--- src/rtl/game_flow_fsm.sv ---
// Top-level game sequencer: title/play/dying/gameover/win flow, revive pulse,
// frame-clock synchronisation and a saturating BCD elapsed-time counter.
module game_flow_fsm #(
  parameter int unsigned FRAMES_PER_SEC    = 60,
  parameter int unsigned DEATH_HOLD_FRAMES = 90
) (
  input  logic        Clk,
  input  logic        Reset_n,
  input  logic        frame_clk,
  input  logic        confirm,
  input  logic        gameover,
  input  logic        gamewin,
  output logic        revive,
  output logic        play_enable,
  output logic [2:0]  game_state,
  output logic [11:0] time_bcd,
  output logic        frame_tick
);

  localparam int unsigned FCW = (FRAMES_PER_SEC > 1) ? $clog2(FRAMES_PER_SEC) : 1;
  localparam int unsigned HCW = 10;
  localparam int unsigned TW  = 12;
  localparam logic [FCW-1:0] FRAME_LAST = FCW'(FRAMES_PER_SEC - 1);
  localparam logic [HCW-1:0] HOLD_INIT  = HCW'(DEATH_HOLD_FRAMES);
  localparam logic [TW-1:0]  TIME_MAX   = 12'h999;

  typedef enum logic [2:0] {
    S_TITLE    = 3'd0,
    S_PLAYING  = 3'd1,
    S_DYING    = 3'd2,
    S_GAMEOVER = 3'd3,
    S_WIN      = 3'd4
  } state_t;

  state_t           state_q, state_d;
  logic [2:0]       fsync_q;
  logic             frame_rise_c;
  logic             confirm_prev_q;
  logic             confirm_rise_c;
  logic [FCW-1:0]   frame_q, frame_d;
  logic [HCW-1:0]   hold_q, hold_d;
  logic [TW-1:0]    time_d;
  logic             revive_d;

  // Saturating three-digit BCD increment.
  function automatic logic [TW-1:0] bcd_inc(input logic [TW-1:0] t);
    logic [3:0] d0, d1, d2;
    {d2, d1, d0} = t;
    if (t != TIME_MAX) begin
      if (d0 == 4'd9) begin
        d0 = 4'd0;
        if (d1 == 4'd9) begin
          d1 = 4'd0;
          d2 = d2 + 4'd1;
        end else begin
          d1 = d1 + 4'd1;
        end
      end else begin
        d0 = d0 + 4'd1;
      end
    end
    return {d2, d1, d0};
  endfunction

  // frame_clk crosses in through two flops; the third flop gives the edge.
  always_ff @(posedge Clk or negedge Reset_n) begin
    if (!Reset_n) begin
      fsync_q    <= 3'b000;
      frame_tick <= 1'b0;
    end else begin
      fsync_q    <= {fsync_q[1:0], frame_clk};
      frame_tick <= frame_rise_c;
    end
  end

  assign frame_rise_c = fsync_q[1] & ~fsync_q[2];

  // confirm_prev resets high so a key held through reset is not a press.
  always_ff @(posedge Clk or negedge Reset_n) begin
    if (!Reset_n) confirm_prev_q <= 1'b1;
    else          confirm_prev_q <= confirm;
  end

  assign confirm_rise_c = confirm & ~confirm_prev_q;

  // State, counters and registered outputs.
  always_ff @(posedge Clk or negedge Reset_n) begin
    if (!Reset_n) begin
      state_q     <= S_TITLE;
      frame_q     <= '0;
      hold_q      <= '0;
      time_bcd    <= '0;
      revive      <= 1'b0;
      play_enable <= 1'b0;
    end else begin
      state_q     <= state_d;
      frame_q     <= frame_d;
      hold_q      <= hold_d;
      time_bcd    <= time_d;
      revive      <= revive_d;
      play_enable <= (state_d == S_PLAYING);
    end
  end

  // Next-state and counter update.
  always_comb begin
    state_d  = state_q;
    frame_d  = frame_q;
    hold_d   = hold_q;
    time_d   = time_bcd;
    revive_d = 1'b0;
    unique case (state_q)
      S_TITLE, S_GAMEOVER: begin
        if (confirm_rise_c) begin
          state_d  = S_PLAYING;
          revive_d = 1'b1;
          frame_d  = '0;
          time_d   = '0;
        end
      end
      S_PLAYING: begin
        // A tick landing in the revive cycle is dropped so the clear wins.
        if (frame_tick && !revive) begin
          if (frame_q == FRAME_LAST) begin
            frame_d = '0;
            time_d  = bcd_inc(time_bcd);
          end else begin
            frame_d = frame_q + FCW'(1);
          end
        end
        if (gameover) begin
          state_d = S_DYING;
          hold_d  = HOLD_INIT;
        end else if (gamewin) begin
          state_d = S_WIN;
        end
      end
      S_DYING: begin
        if (frame_tick) begin
          hold_d = hold_q - HCW'(1);
          if (hold_q == HCW'(1)) state_d = S_GAMEOVER;
        end
      end
      S_WIN: begin
        if (confirm_rise_c) state_d = S_TITLE;
      end
      default: state_d = S_TITLE;
    endcase
  end

  assign game_state = state_q;

endmodule

--- config.mk ---
export PLATFORM = sky130hd
export DESIGN_NAME = game_flow_fsm
export DESIGN_NICKNAME = d
export VERILOG_FILES = /design/src/rtl/game_flow_fsm.sv
export SDC_FILE = /design/constraint.sdc
export NUM_CORES = 1
export LEC_CHECK = 0
export CORE_MARGIN = 5
export CORE_UTILIZATION = 40
export DETAILED_ROUTE_END_ITERATION = 7
export SLEW_MARGIN = 20
export SYNTH_ARGS = -nofsm -noshare
export SYNTH_HDL_FRONTEND = slang
export SYNTH_SLANG_ARGS = --single-unit
--- constraint.sdc ---
create_clock -name Clk -period 4.6 [get_ports Clk]
set_clock_uncertainty 0.2 [all_clocks]
set_input_delay 1.15 -clock Clk [delete_from_list [all_inputs] [get_ports Clk]]
set_output_delay 1.15 -clock Clk [all_outputs]
set_load 0.01 [all_outputs]
==> results.tsv, run 1 <==
metric	value	unit
grt_pass1_wl	7660	um
dp_cells	301	
grt_pass1_vias	1628	
grt_overflow	0	
die_y	82.3	um
worstSkewPairLatency	0.29	ns
required	4.62	ns
via_per_inst	5.28	
cp-end-kind	flip-flop	
outcome	finished, final reports clean	
max_freq	0.334	GHz
fin_cells	309	
diodes	0	
grtUsageTotal	14.9	%
p_sw_share	37.7	%
core	5070	sq um
first_iter_violations	64	
die_area	6770	sq um
avgSynthCellArea	9.76	sq um
cts_sinks	38	
worst_pin_slew	0.864	ns
grt_antenna_before_repair	0	
ant_nets	0	
ys_warn_count	0	
final_core_util	48.3	%
rows	26	
clkPwrFrac	22.4	%
period_needed	2.99	ns
setup_viol	0	
cts_tree	done	
grt_max_degree	39	
synth_ff_type	dfrtp_1	
ys_types	50	
hpwlAfterDp	3130	um
p_per_area	444	nW/um^2
seqPwrFrac	44.7	%
die_width	82.3	um
initial_core_util	41.1	%
p_switching	411	uW
layout_commonest_cell	dfrtp_1	
port_buffers	23	
crit_type	input port to flip-flop	
worstSetupStartpointType	input port	
cp_max_fo	8	
maxCapViolations	0	
rsz0062_at_grt	false	
cts-buffers-inserted	5	
nets	253	
syn_inst	214	
ys_seq_area_share	45.6	%
layout-drive-gt1-share	9.21	%
slew_viol_final	0	
cts_resized	0	
async_reset_ff_share	100	%
max_slew_margin	42.4	%
p_int	679	uW
arrival	3.01	ns
fin_crit_sh	65.0	%
final_cell_mix	37 x dfrtp_1, 22 x clkdlybuf4s50_1, 21 x nand2_1, 20 x nor2_1, 18 x o21ai_0	
p_leak	1.03	nW
place.gp.congestion	0.781	
area_growth	17.4	%
root_buffer	clkbuf_8	
post-cts-setup-buffers	0	
tns	0	ns
wl	4430	um
finalHoldViolations	0	
cts-htree-levels	2	
n_fill_cell	510	
synth_seq_cells	38	
netlist_area	2090	sq um
pwr-share-comb	33.0	%
syn_nets	229	
synth_edf_count	0	
cts.clk_slew.worst_paths	0.08	ns
ir_drop	0.000181	V
vias	1631	
drc	0	
cts_hold_buf	0	
clockBufferDepth	2	
avgRoutedWirePerCell	14.3	um
hold_path_class	flip-flop to flip-flop	
dr.pass1.iters	4	
ios	24	
## power by group through the flow
| stage | Sequential, mW | Combinational [mW] | Clock (mW) |
|---|---|---|---|
| floorplan | 0.467 | 0.269 | 0 |
| global placement | 0.491 | 0.356 | 0 |
| detailed placement | 0.493 | 0.362 | 0 |
| CTS | 0.487 | 0.362 | 0.252 |
| global route | 0.501 | 0.405 | 0.267 |
| finish | 0.487 | 0.359 | 0.244 |
## metrics by stage
stage	worst slack, ns	power [mW]	hold WS [ns]	instance area [sq um]
floorplan	1.97	0.736	0.131	2090
CTS	1.59	1.10	0.161	2450
detailed placement	1.28	0.854	0.144	2360
global placement	1.33	0.848	0.134	2360
global route	1.44	1.17	0.183	2450
finish	1.61	1.09	0.158	2450
## Yosys cell counts (2+ instances only)
master     n  share of area (%)
o21ai_0   18                4.3
ha_1       9                5.4
nand3_1   14                3.4
buf_6      2                1.1
o31ai_1    6                2.2
nand2_1   21                3.8
dfrtp_1   37                 44
nor3_1     3               0.72
a21oi_1    5                1.2
o41ai_1    3                1.3
and2b_1    2               0.72
a21o_1     2               0.72
buf_2      2               0.48
nand2b_1   4                1.2
nor4_1     3               0.90
xor2_1     6                2.5
nor2b_1    4                1.2
nand3b_1   4                1.4
or3_1      3               0.90
and3b_1    2               0.84
inv_1     10                1.8
nor2_1    20                3.6
or2_1      2               0.60
a31oi_1    2               0.60
nand4_1    5                1.5
## worst paths after layout
path,start,endpoint,slack (ns),cells past startpoint
max in group asynchronous,Reset_n,hold_q[2],2.89,1
worst max register to register,game_state[1],hold_q[6],2.35,5
worst max-delay path,confirm,frame_q[4],1.61,6
worst min register to register,fsync_q[0],fsync_q[1],0.16,0
min in group asynchronous,Reset_n,frame_q[3],0.76,1
worst min-delay path,fsync_q[0],fsync_q[1],0.16,0
## routing by layer
metal	track usage, %	up-vias	wire length [um]
met2	23.7	25	2040
met3	4.01	6	139
met5	0	-	0
li1	-	817	-
met4	5.81	0	66
met1	19.2	783	2180
## sequential cells by signal (all words and copies together) (netlist names)
register        flops
confirm_prev_q      1
frame_q             6
frame_tick          1
fsync_q             3
game_state          3
hold_q             10
play_enable         1
revive              1
time_bcd           12
## cell type report
class                      count  area, sq um  share of cell area, %
sequential                    38          952                   38.8
tap                           70         87.6                   3.57
multi-input combinational    160         1050                   43.0
timing repair buffer          23          225                   9.18
inverter                      10         37.5                   1.53
clock buffer                   6         82.6                   3.37
clock inverter                 2         12.5                  0.510
## cell families (layout without fill, tap and decap cells)
group,count (synthesis),count (layout),share of synthesized area [%]
AND/OR/NAND/NOR,99,99,27.0
AO/OA/AOI/OAI,44,44,14.6
flip-flops,38,38,45.6
buffers and inverters,16,41,3.89
adder cells (fa/ha/maj),9,9,5.39
XOR/XNOR,6,6,2.52
multiplexers,2,2,1.02
## critical path, stage by stage
cell and delay [ns]:
clkdlybuf4s50_1 0.48, nor2b_1 0.38, nand3_1 0.12, a21o_1 0.26, or4_4 0.53, o211ai_2 0.08
Power figures use the tool's default switching activity.
==> inputs of run 2 (changes only) <==
==> constraint.sdc (replaced) <==
create_clock -name Clk -period 3.04 [get_ports Clk]
set_clock_uncertainty 0.2 [all_clocks]
set_input_delay 0.76 -clock Clk [delete_from_list [all_inputs] [get_ports Clk]]
set_output_delay 0.76 -clock Clk [all_outputs]
set_load 0.01 [all_outputs]
==> run 2 against run 1 <==
Against the previous run:
- sequential cell count did not move
- via count shrank 2.2%
- clock-buffer cell count is 1 lower
- sequential power is 50% higher
- total power is 65% higher
- die area is the same
- global-route usage shrank 0.33 points
- critical path type unchanged
- critical endpoint unchanged
- largest cell class unchanged
==> results.tsv, run 2 (synthesis gave the netlist of run 1 again) <==
metric	value	unit	change
rr_worst_depth	5		unchanged
ant_nets	0		unchanged
post-cts-setup-buffers	0		unchanged
p_per_area	720	nW/um^2	+62%
fin_ws	0.443	ns	-1.17 ns
worstSetupStartpointType	input port		
period_needed	2.60	ns	
cts_tree	done		
slew_viol_final	0		unchanged
p_leak	1.06	nW	+2.6%
avgRoutedWirePerCell	13.8	um	-3.6%
wl	4280	um	-3.3%
hold_path_depth	0		unchanged
worstSkewPairLatency	0.29	ns	about the same
setup_viol	0		unchanged
via_per_inst	5.15		-2.5%
layout_commonest_cell	dfrtp_1		
die_area	6770	sq um	unchanged
post-place-ws	0.118	ns	-1.16 ns
reg_top3	time_bcd (12), hold_q (10), frame_q (6)		
maxCapViolations	0		unchanged
max_slew_margin	43.4	%	+0.97 points
cts.clk_slew.worst_paths	0.08	ns	about the same
regMostFlops	time_bcd		
ir_drop	0.000333	V	+84%
core	5070	sq um	unchanged
setup.worst_path.end	frame_q[4]		
crit_type	input port to flip-flop		
cts_resized	0		unchanged
nets	254		+0.40%
p_total	1.80	mW	+65%
place.gp.congestion	0.834		+6.8%
grt_antenna_before_repair	0		unchanged
ios	24		unchanged
largest_reg_flops	12		unchanged
grt_pass1_wl	7580	um	-0.99%
cts_sinks	38		unchanged
dr.pass1.iters	4		unchanged
final_cell_mix	37 x dfrtp_1, 22 x clkdlybuf4s50_1, 21 x nand2_1, 20 x nor2_1, 18 x o21ai_0		
hpwlAfterDp	3110	um	-0.44%
clockBufferDepth	2		unchanged
cts-buffers-inserted	5		unchanged
drc	0		unchanged
die_y	82.3	um	unchanged
first_iter_violations	52		-19%
ff2ff_setup_slack	0.80	ns	-1.55 ns
cp-startpoint	confirm		
max_freq	0.385	GHz	
die_width	82.3	um	unchanged
finalHoldViolations	0		unchanged
vias	1595		-2.2%
tns	0	ns	unchanged
worst_pin_slew	0.849	ns	-0.0145 ns
hold_path_class	flip-flop to flip-flop		
arrival	2.61	ns	-0.40 ns
grt_max_degree	39		unchanged
cts_hold_buf	0		unchanged
rr_startpoint	game_state[1]		
diodes	0		unchanged
cp_max_fo	8		unchanged
outcome	finished, final reports clean		
initial_core_util	41.1	%	unchanged
rows	26		unchanged
grt_overflow	0		unchanged
cts-htree-levels	2		unchanged
grt_pass1_vias	1603		-1.5%
root_buffer	clkbuf_8		
area_growth	19.8	%	
rsz0062_at_grt	false		
reg2reg_to	frame_q[4]		
fin_crit_sh	85.4	%	
required	3.05	ns	-1.57 ns
layout-drive-gt1-share	9.58	%	+0.38 points
port_buffers	23		unchanged
grtUsageTotal	14.6	%	-0.33 points
cp-end-kind	flip-flop		
## run 2: area by class of cell
class / instances / area (sq um)
Clock buffer: 5 / 68.8
Inverter: 10 / 37.5
Tap cell: 70 / 87.6
Multi-Input combinational cell: 160 / 1050
Timing Repair Buffer: 24 / 233
Fill cell: 492 / 2570
Clock inverter: 3 / 68.8
Sequential cell: 38 / 952
## run 2: worst min path at each step
| stage | to | slack, ns | start |
|---|---|---|---|
| floorplan | fsync_q[1] | 0.13 | fsync_q[0] |
| CTS | fsync_q[1] | 0.16 | fsync_q[0] |
| global placement | fsync_q[1] | 0.13 | fsync_q[0] |
| detailed placement | fsync_q[1] | 0.14 | fsync_q[0] |
| global route | fsync_q[1] | 0.18 | fsync_q[0] |
| finish | fsync_q[1] | 0.16 | fsync_q[0] |
## run 2: critical path: stages
cell             delay (ns)
clkdlybuf4s50_1        0.47
nor2b_1                0.38
nand3_1                0.13
a21o_1                 0.26
or4_4                  0.53
o211ai_2               0.08
## run 2: metal layers
metal	global-route usage [%]	up-vias	wire length, um
met1	18.8	749	2070
met3	3.90	8	171
li1	-	812	-
met4	5.48	0	70
met2	23.3	26	1970
met5	0	-	0
## run 2: through the flow
step                util (%)  hold slack [ns]  instance area (sq um)  instances
finish                  49.3            0.163                   2500        310
CTS                     49.3            0.164                   2500        310
floorplan                  -            0.131                   2090        214
global route            49.3            0.182                   2500        310
global placement        46.6            0.135                   2360        302
detailed placement      46.6            0.142                   2360        302
## run 2: power by group
| group | internal (mW) | switching [mW] |
|---|---|---|
| registers | 0.593 | 0.139 |
| logic | 0.258 | 0.292 |
| clock network | 0.329 | 0.192 |
